## src/rtl/sec32_encode_pipe_if.sv

```systemverilog
// rtl/sec32_encode_pipe_if.sv - handshake, codeword and injection bus for sec32_encode_pipe
//
// Purpose: groups the upstream word handshake, the downstream codeword
// handshake, the error-injection hook and the word counter of the SEC32
// check-bit generator.
// Ports (signals):
//   in_valid/in_ready/in_data        upstream 32-bit word handshake
//   out_valid/out_ready              downstream codeword handshake
//   out_data/out_chk/out_en          codeword fields and corrector enable
//   inj_arm/inj_pos/inj_pending      one-shot single-bit error injection
//   word_cnt                         count of codewords accepted downstream
// Modports: slave = the encoder, master = whoever drives and consumes it.
interface sec32_encode_pipe_if #(
  parameter int CNT_W = 16
) ();
  logic             in_valid;
  logic             in_ready;
  logic [31:0]      in_data;
  logic             out_valid;
  logic             out_ready;
  logic [31:0]      out_data;
  logic [7:0]       out_chk;
  logic             out_en;
  logic             inj_arm;
  logic [5:0]       inj_pos;
  logic             inj_pending;
  logic [CNT_W-1:0] word_cnt;

  modport slave (
    input  in_valid, in_data, out_ready, inj_arm, inj_pos,
    output in_ready, out_valid, out_data, out_chk, out_en, inj_pending, word_cnt
  );

  modport master (
    output in_valid, in_data, out_ready, inj_arm, inj_pos,
    input  in_ready, out_valid, out_data, out_chk, out_en, inj_pending, word_cnt
  );
endinterface

```

## src/rtl/sec32_encode_pipe.sv

```systemverilog
// rtl/sec32_encode_pipe.sv - two-stage pipelined SEC32 check-bit generator with error injection
//
// Purpose: accepts 32-bit words, computes 8 check bits (chk[i] = ^(data & MASKi))
// and presents {data, chk, en} as one codeword to the downstream SEC corrector.
// A one-shot injection hook flips one codeword bit after the check bits are
// computed; word_cnt counts codewords accepted downstream.
// Ports:
//   clk   rising-edge clock
//   rst   synchronous active-high reset
//   bus   sec32_encode_pipe_if.slave (handshakes, codeword, injection, counter)
module sec32_encode_pipe #(
  parameter logic [31:0] MASK0 = 32'h1111_1111,
  parameter logic [31:0] MASK1 = 32'h2222_2222,
  parameter logic [31:0] MASK2 = 32'h4444_4444,
  parameter logic [31:0] MASK3 = 32'h8888_8888,
  parameter logic [31:0] MASK4 = 32'h0000_FFFF,
  parameter logic [31:0] MASK5 = 32'h00FF_00FF,
  parameter logic [31:0] MASK6 = 32'h0F0F_0F0F,
  parameter logic [31:0] MASK7 = 32'hFFFF_FFFF,
  parameter int          CNT_W = 16
) (
  input  logic                clk,
  input  logic                rst,
  sec32_encode_pipe_if.slave  bus
);

  typedef enum logic {INJ_IDLE, INJ_ARMED} inj_state_t;

  logic             s1_valid;
  logic [31:0]      s1_data;
  logic             out_valid_q;
  logic [31:0]      out_data_q;
  logic [7:0]       out_chk_q;
  logic [CNT_W-1:0] cnt_q;

  inj_state_t       inj_state, inj_state_nx;
  logic [5:0]       inj_pos_q, inj_pos_nx;
  logic             inj_apply;

  logic             s2_ready;
  logic             s1_ready;
  logic             move;
  logic             out_xfer;
  logic             arm_ok;
  logic [39:0]      flip;
  logic [39:0]      codeword_nx;

  function automatic logic [7:0] calc_chk(input logic [31:0] d);
    logic [7:0] c;
    c[0] = ^(d & MASK0);
    c[1] = ^(d & MASK1);
    c[2] = ^(d & MASK2);
    c[3] = ^(d & MASK3);
    c[4] = ^(d & MASK4);
    c[5] = ^(d & MASK5);
    c[6] = ^(d & MASK6);
    c[7] = ^(d & MASK7);
    return c;
  endfunction

  // Ready chain: out_ready is the only signal that reaches in_ready combinationally.
  assign s2_ready = !out_valid_q || bus.out_ready;
  assign s1_ready = !s1_valid || s2_ready;
  assign move     = s1_valid && s2_ready;
  assign out_xfer = out_valid_q && bus.out_ready;
  assign arm_ok   = bus.inj_arm && (bus.inj_pos < 6'd40);

  // Codeword layout {chk, data}: position 0..31 is data, 32..39 is chk[pos-32],
  // so a single shift covers both fields. The flip lands after chk is computed.
  assign flip        = inj_apply ? (40'd1 << inj_pos_q) : 40'd0;
  assign codeword_nx = {calc_chk(s1_data), s1_data} ^ flip;

  // Injection FSM: an arm in the same cycle as a move re-arms for the next word,
  // while the move consumes the previously latched position.
  always_comb begin
    inj_state_nx = inj_state;
    inj_pos_nx   = inj_pos_q;
    inj_apply    = 1'b0;
    case (inj_state)
      INJ_IDLE: begin
        if (arm_ok) begin
          inj_state_nx = INJ_ARMED;
          inj_pos_nx   = bus.inj_pos;
        end
      end
      INJ_ARMED: begin
        if (move) begin
          inj_apply    = 1'b1;
          inj_state_nx = INJ_IDLE;
        end
        if (arm_ok) begin
          inj_state_nx = INJ_ARMED;
          inj_pos_nx   = bus.inj_pos;
        end
      end
    endcase
  end

  always_ff @(posedge clk) begin
    if (rst) begin
      inj_state <= INJ_IDLE;
      inj_pos_q <= 6'd0;
    end else begin
      inj_state <= inj_state_nx;
      inj_pos_q <= inj_pos_nx;
    end
  end

  always_ff @(posedge clk) begin
    if (rst) begin
      s1_valid    <= 1'b0;
      s1_data     <= 32'd0;
      out_valid_q <= 1'b0;
      out_data_q  <= 32'd0;
      out_chk_q   <= 8'd0;
      cnt_q       <= '0;
    end else begin
      if (s1_ready) begin
        s1_valid <= bus.in_valid;
        if (bus.in_valid) begin
          s1_data <= bus.in_data;
        end
      end
      if (s2_ready) begin
        out_valid_q <= s1_valid;
        if (s1_valid) begin
          {out_chk_q, out_data_q} <= codeword_nx;
        end
      end
      if (out_xfer) begin
        cnt_q <= cnt_q + 1'b1;
      end
    end
  end

  assign bus.in_ready    = s1_ready;
  assign bus.out_valid   = out_valid_q;
  assign bus.out_en      = out_valid_q;
  assign bus.out_data    = out_data_q;
  assign bus.out_chk     = out_chk_q;
  assign bus.inj_pending = (inj_state == INJ_ARMED);
  assign bus.word_cnt    = cnt_q;

endmodule

```

## src/flat_wrapper.sv

```systemverilog
// flat-port wrapper written by rule: the top's interface ports become plain ports
module sec32_encode_pipe_flat 
#(
  parameter logic [31:0] MASK0 = 32'h1111_1111,
  parameter logic [31:0] MASK1 = 32'h2222_2222,
  parameter logic [31:0] MASK2 = 32'h4444_4444,
  parameter logic [31:0] MASK3 = 32'h8888_8888,
  parameter logic [31:0] MASK4 = 32'h0000_FFFF,
  parameter logic [31:0] MASK5 = 32'h00FF_00FF,
  parameter logic [31:0] MASK6 = 32'h0F0F_0F0F,
  parameter logic [31:0] MASK7 = 32'hFFFF_FFFF,
  parameter int          CNT_W = 16
)
  (clk, rst, bus_in_valid, bus_in_data, bus_out_ready, bus_inj_arm, bus_inj_pos, bus_in_ready, bus_out_valid, bus_out_data, bus_out_chk, bus_out_en, bus_inj_pending, bus_word_cnt);
  sec32_encode_pipe_if #(.CNT_W(CNT_W)) bus_i ();
  input  logic clk;
  input  logic rst;
  input wire logic [$bits(bus_i.in_valid)-1:0] bus_in_valid;
  input wire logic [$bits(bus_i.in_data)-1:0] bus_in_data;
  input wire logic [$bits(bus_i.out_ready)-1:0] bus_out_ready;
  input wire logic [$bits(bus_i.inj_arm)-1:0] bus_inj_arm;
  input wire logic [$bits(bus_i.inj_pos)-1:0] bus_inj_pos;
  output wire logic [$bits(bus_i.in_ready)-1:0] bus_in_ready;
  output wire logic [$bits(bus_i.out_valid)-1:0] bus_out_valid;
  output wire logic [$bits(bus_i.out_data)-1:0] bus_out_data;
  output wire logic [$bits(bus_i.out_chk)-1:0] bus_out_chk;
  output wire logic [$bits(bus_i.out_en)-1:0] bus_out_en;
  output wire logic [$bits(bus_i.inj_pending)-1:0] bus_inj_pending;
  output wire logic [$bits(bus_i.word_cnt)-1:0] bus_word_cnt;
  assign bus_i.in_valid = bus_in_valid;
  assign bus_i.in_data = bus_in_data;
  assign bus_i.out_ready = bus_out_ready;
  assign bus_i.inj_arm = bus_inj_arm;
  assign bus_i.inj_pos = bus_inj_pos;
  assign bus_in_ready = bus_i.in_ready;
  assign bus_out_valid = bus_i.out_valid;
  assign bus_out_data = bus_i.out_data;
  assign bus_out_chk = bus_i.out_chk;
  assign bus_out_en = bus_i.out_en;
  assign bus_inj_pending = bus_i.inj_pending;
  assign bus_word_cnt = bus_i.word_cnt;
  sec32_encode_pipe #(.MASK0(MASK0), .MASK1(MASK1), .MASK2(MASK2), .MASK3(MASK3), .MASK4(MASK4), .MASK5(MASK5), .MASK6(MASK6), .MASK7(MASK7), .CNT_W(CNT_W)) u_core (.clk(clk), .rst(rst), .bus(bus_i));
endmodule
```

## config.mk

```make
export PLATFORM = sky130hd
export DESIGN_NAME = sec32_encode_pipe_flat
export DESIGN_NICKNAME = d
export VERILOG_FILES = /design/src/rtl/sec32_encode_pipe_if.sv /design/src/rtl/sec32_encode_pipe.sv /design/src/flat_wrapper.sv
export SDC_FILE = /design/constraint.sdc
export NUM_CORES = 1
export LEC_CHECK = 0
export CORE_MARGIN = 2
export CORE_UTILIZATION = 51
export CTS_BUF_LIST = sky130_fd_sc_hd__clkbuf_16
export DETAILED_ROUTE_END_ITERATION = 6
export PLACE_DENSITY = 0.83
export SYNTH_ARGS = -nofsm -noshare
export SYNTH_HDL_FRONTEND = slang
export SYNTH_SLANG_ARGS = --single-unit
```

## constraint.sdc

```tcl
create_clock -name clk -period 2.77 [get_ports clk]
set_input_delay 0.831 -clock clk [delete_from_list [all_inputs] [get_ports clk]]
set_output_delay 0.831 -clock clk [all_outputs]
set_load 0.01 [all_outputs]
```

==> metrics.md <==
| Metric | Value |
|---|---|
| Row count | 35 |
| Outcome | finished, final reports clean |
| Critical Path Slowest Stage Cell | clkdlybuf4s50_1 |
| Ys flop type | dfxtp_1 |
| #FFs+latches synth | 97 |
| RSZ-0062 raised after global routing | false |
| Fin Clk Skew | 0.00825 ns |
| Critical Path Max Stage Delay | 0.41 ns |
| Total Power | 3.66 mW |
| CTS tree | built |
| Place WS | -0.205 ns |
| Met3 wire length | 613 µm |
| FILL cells | approximately 770 |
| GRT Util Overall | 0.246 |
| Final Hold Fails | 0 |
| Area leader, netlist | dfxtp_1 |
| Met2 routed WL | 5950 µm |
| Sw power | 0.981 mW |
| Reg2reg path depth | 6 |
| Async set-reset flop share out of synthesis | 0 |
| Sequential power share | 0.431 |
| Smallest setup slack after layout | 0.143 ns |
| DRT met1 WL | 5540 µm |
| Post-synthesis cell area | roughly 4700 µm² |
| Combinational share of power | 0.212 |
| Worst min-delay path category | flip-flop to flip-flop |
| Top cell type's share of synthesized area | 0.414 |
| Drt pass-1 iters | 6 |
| DR DRC count | 0 |
| Seq/Total Area, Yosys | 0.414 |
| Hold WS | approximately 0.45 ns |
| Cell count after synthesis | 575 |
| Switch share | 0.268 |
| Final #Nets | just over 700 |
| Finished Layout Cells | slightly below 800 |
| FMAX | 381 MHz |
| Routed wire length | 12300 µm |
| Area contributors post-synth | dfxtp_1, xnor2_1, nand2_1 |
| Antenna viol nets, final | 0 |
| Largest net degree at the start of global routing | 98 |
| GPL Wtd Cong | a little over 0.9 |
| Post-synth EDFFs | 0 |
| Port bufs | 102 |
| Yosys warns | 0 |
| Mean Syn Cell Area | about 8.2 µm² |
| CTS Hold Bufs | 0 |
| Highest metal used | met4 |
| Sum Neg Setup Slack | 0 ns |
| Internal | 2.68 mW |
| Worst Setup Path Type | primary input to primary output |
| Ant diodes | 0 |
| First-pass GRT wire length | 19600 µm |
| Layout cells sized above 1 | 0.0493 |
| Power Density | just under 600 nW/µm² |
| Maximum fanout along the worst path | 3 |
| CTS H-Tree Depth | 3 |
| Most frequent cells in the layout | nand2_1, clkdlybuf4s50_1, dfxtp_1 |
| Clock group share of total power | 0.357 |
| Vias in the first global route | 4032 |
| CTS Sinks | 97 |
| Relative slew slack | 0.325 |
| Area Growth Syn to Fin | 31.0% |
| # IOs | 103 |
| Antenna violations before repair | 0 |
| DIE WIDTH | approximately 100 µm |
| Total grt overflow | 0 |
| Critical Path Sink Type | primary output |
| Die height | 99.9 µm |
| Max Cap Violations | 0 |
| Commonest non-fill, non-tap cell in the layout | nand2_1 |
| Avg Vias per Cell | 5.37 |
| CP Launch Type | primary input |
| DP Cell Count | 766 |
| Setup bufs post-CTS | 0 |
| Initial DRC count | 233 |
| Hpwl dp | 8950 µm |
| Core Util, Final | 0.678 |
| Core Area | 9060 µm² |
| Clk_lat worst skew | roughly 0.34 ns |
| Area post-placement | 5840 µm² |
| Clock slew at reported path FFs | 0.06 ns |
| Slew @ Worst Pin | between 1 and 1.5 ns |
| Crit path cell chain | clkdlybuf4s50_1, nor2b_1, nand2_1, dlygate4sd2_1 |
| Final period util | 0.948 |
| Drt wl/cell | approximately 16 µm |
| Initial Util | 0.518 |
| Worst path arrival time | ~1.8 ns |
| LEAKAGE | 2.17 nW |
| Via count | 4196 |
| Slew Limit Fails | 0 |
| CP required | between 1.5 and 2 ns |
| Number of distinct library cells after synthesis | 36 |
| Clk Tree Root Cell | clkbuf_16 |
| Die area | 9990 µm² |
| Cts bufs inserted | 9 |
| Setup violations, final | 0 |
| Post-route cell area | 6150 µm² |
| CTS max path bufs | 2 |
| Worst vdd ir | roughly 0.39 mV |
| Tmin final | 2.63 ns |
| Syn_nets | 619 |
| Worst hold stages | 2 |
layout make-up:
cell class | count | area [µm²] | area share
Tap cell | 111 | 139 | 0.0226
Clock buffer | 9 | 225 | 0.0366
Inverter | 3 | 11.3 | 0.00183
Sequential cell | 97 | 1940 | 0.316
Timing Repair Buffer | 115 | 1140 | 0.185
Multi-Input combinational cell | 440 | 2610 | 0.425
Clock inverter | 6 | 83.8 | 0.0136
sequential cells by signal, summed over array words and instances (netlist names):
| name | count |
|---|---|
| u_core.bus.out_data | 32 |
| u_core.s1_data | 32 |
| u_core.bus.word_cnt | 16 |
| u_core.bus.out_chk | 8 |
| u_core.inj_pos_q | 6 |
| u_core.bus.inj_pending | 1 |
| u_core.bus.out_en | 1 |
| u_core.s1_valid | 1 |
routing by layer:
layer / vias up / global-route usage
li1: 2090 / -
met1: 1966 / 0.328
met2: 126 / 0.407
met3: 14 / 0.0348
met4: 0 / 0.0875
met5: - / 0
kinds of logic after synthesis:
family,Yosys count,synth area share
AOI/OAI and AO/OA,97,0.124
xor gates and xnor gates,104,0.199
adders and majority gates,1,0.00266
buffers and inverters,38,0.0325
DFF,97,0.414
muxes,4,0.00853
and+or+nand+nor,234,0.220
critical path, delay by kind of cell:
kind / cells / cell delay (ns)
AND/OR/NAND/NOR: 2 / 0.26
buffers and inverters: 2 / 0.71
power groups by stage:
stage	registers (mW)	clock network, mW	logic, mW
final	1.58	1.31	0.778
after detailed placement	1.61	0	0.774
after floorplan	1.60	0	0.489
after CTS	1.57	1.32	0.781
after global routing	1.59	1.37	0.843
after global placement	1.60	0	0.760
synthesized netlist by cell type, drive strengths merged (2+ instances only):
cell type / n
nand4b: 2
dfxtp: 97
nand2: 118
nand3: 4
nor2: 57
inv: 3
and2: 2
buf: 7
clkbuf: 28
o21ai: 16
xor2: 36
nor3: 9
mux2i: 4
a21oi: 49
nor2b: 6
nand4: 6
a211oi: 23
a311oi: 9
and3: 6
nand2b: 5
or3: 12
xnor2: 67
repair_timing:
action                                  in CTS  in global routing
pin swaps                                    0                  1
endpoints found under the setup margin       1                  4
gates resized for setup                      1                  1
path summary, 6_finish.rpt:
kind	slack, ns	endpoint	startpoint
max	0.14	bus_in_ready	bus_out_ready
min	0.45	u_core.bus.out_chk[5]$_SDFFE_PP0N_	u_core.bus.out_chk[5]$_SDFFE_PP0N_
max reg2reg	0.61	u_core.bus.out_chk[7]$_SDFFE_PP0N_	u_core.inj_pos_q[0]$_SDFFE_PP0P_
min reg2reg	0.45	u_core.bus.out_chk[5]$_SDFFE_PP0N_	u_core.bus.out_chk[5]$_SDFFE_PP0N_
Note: power is estimated with default switching activity, not from simulation.
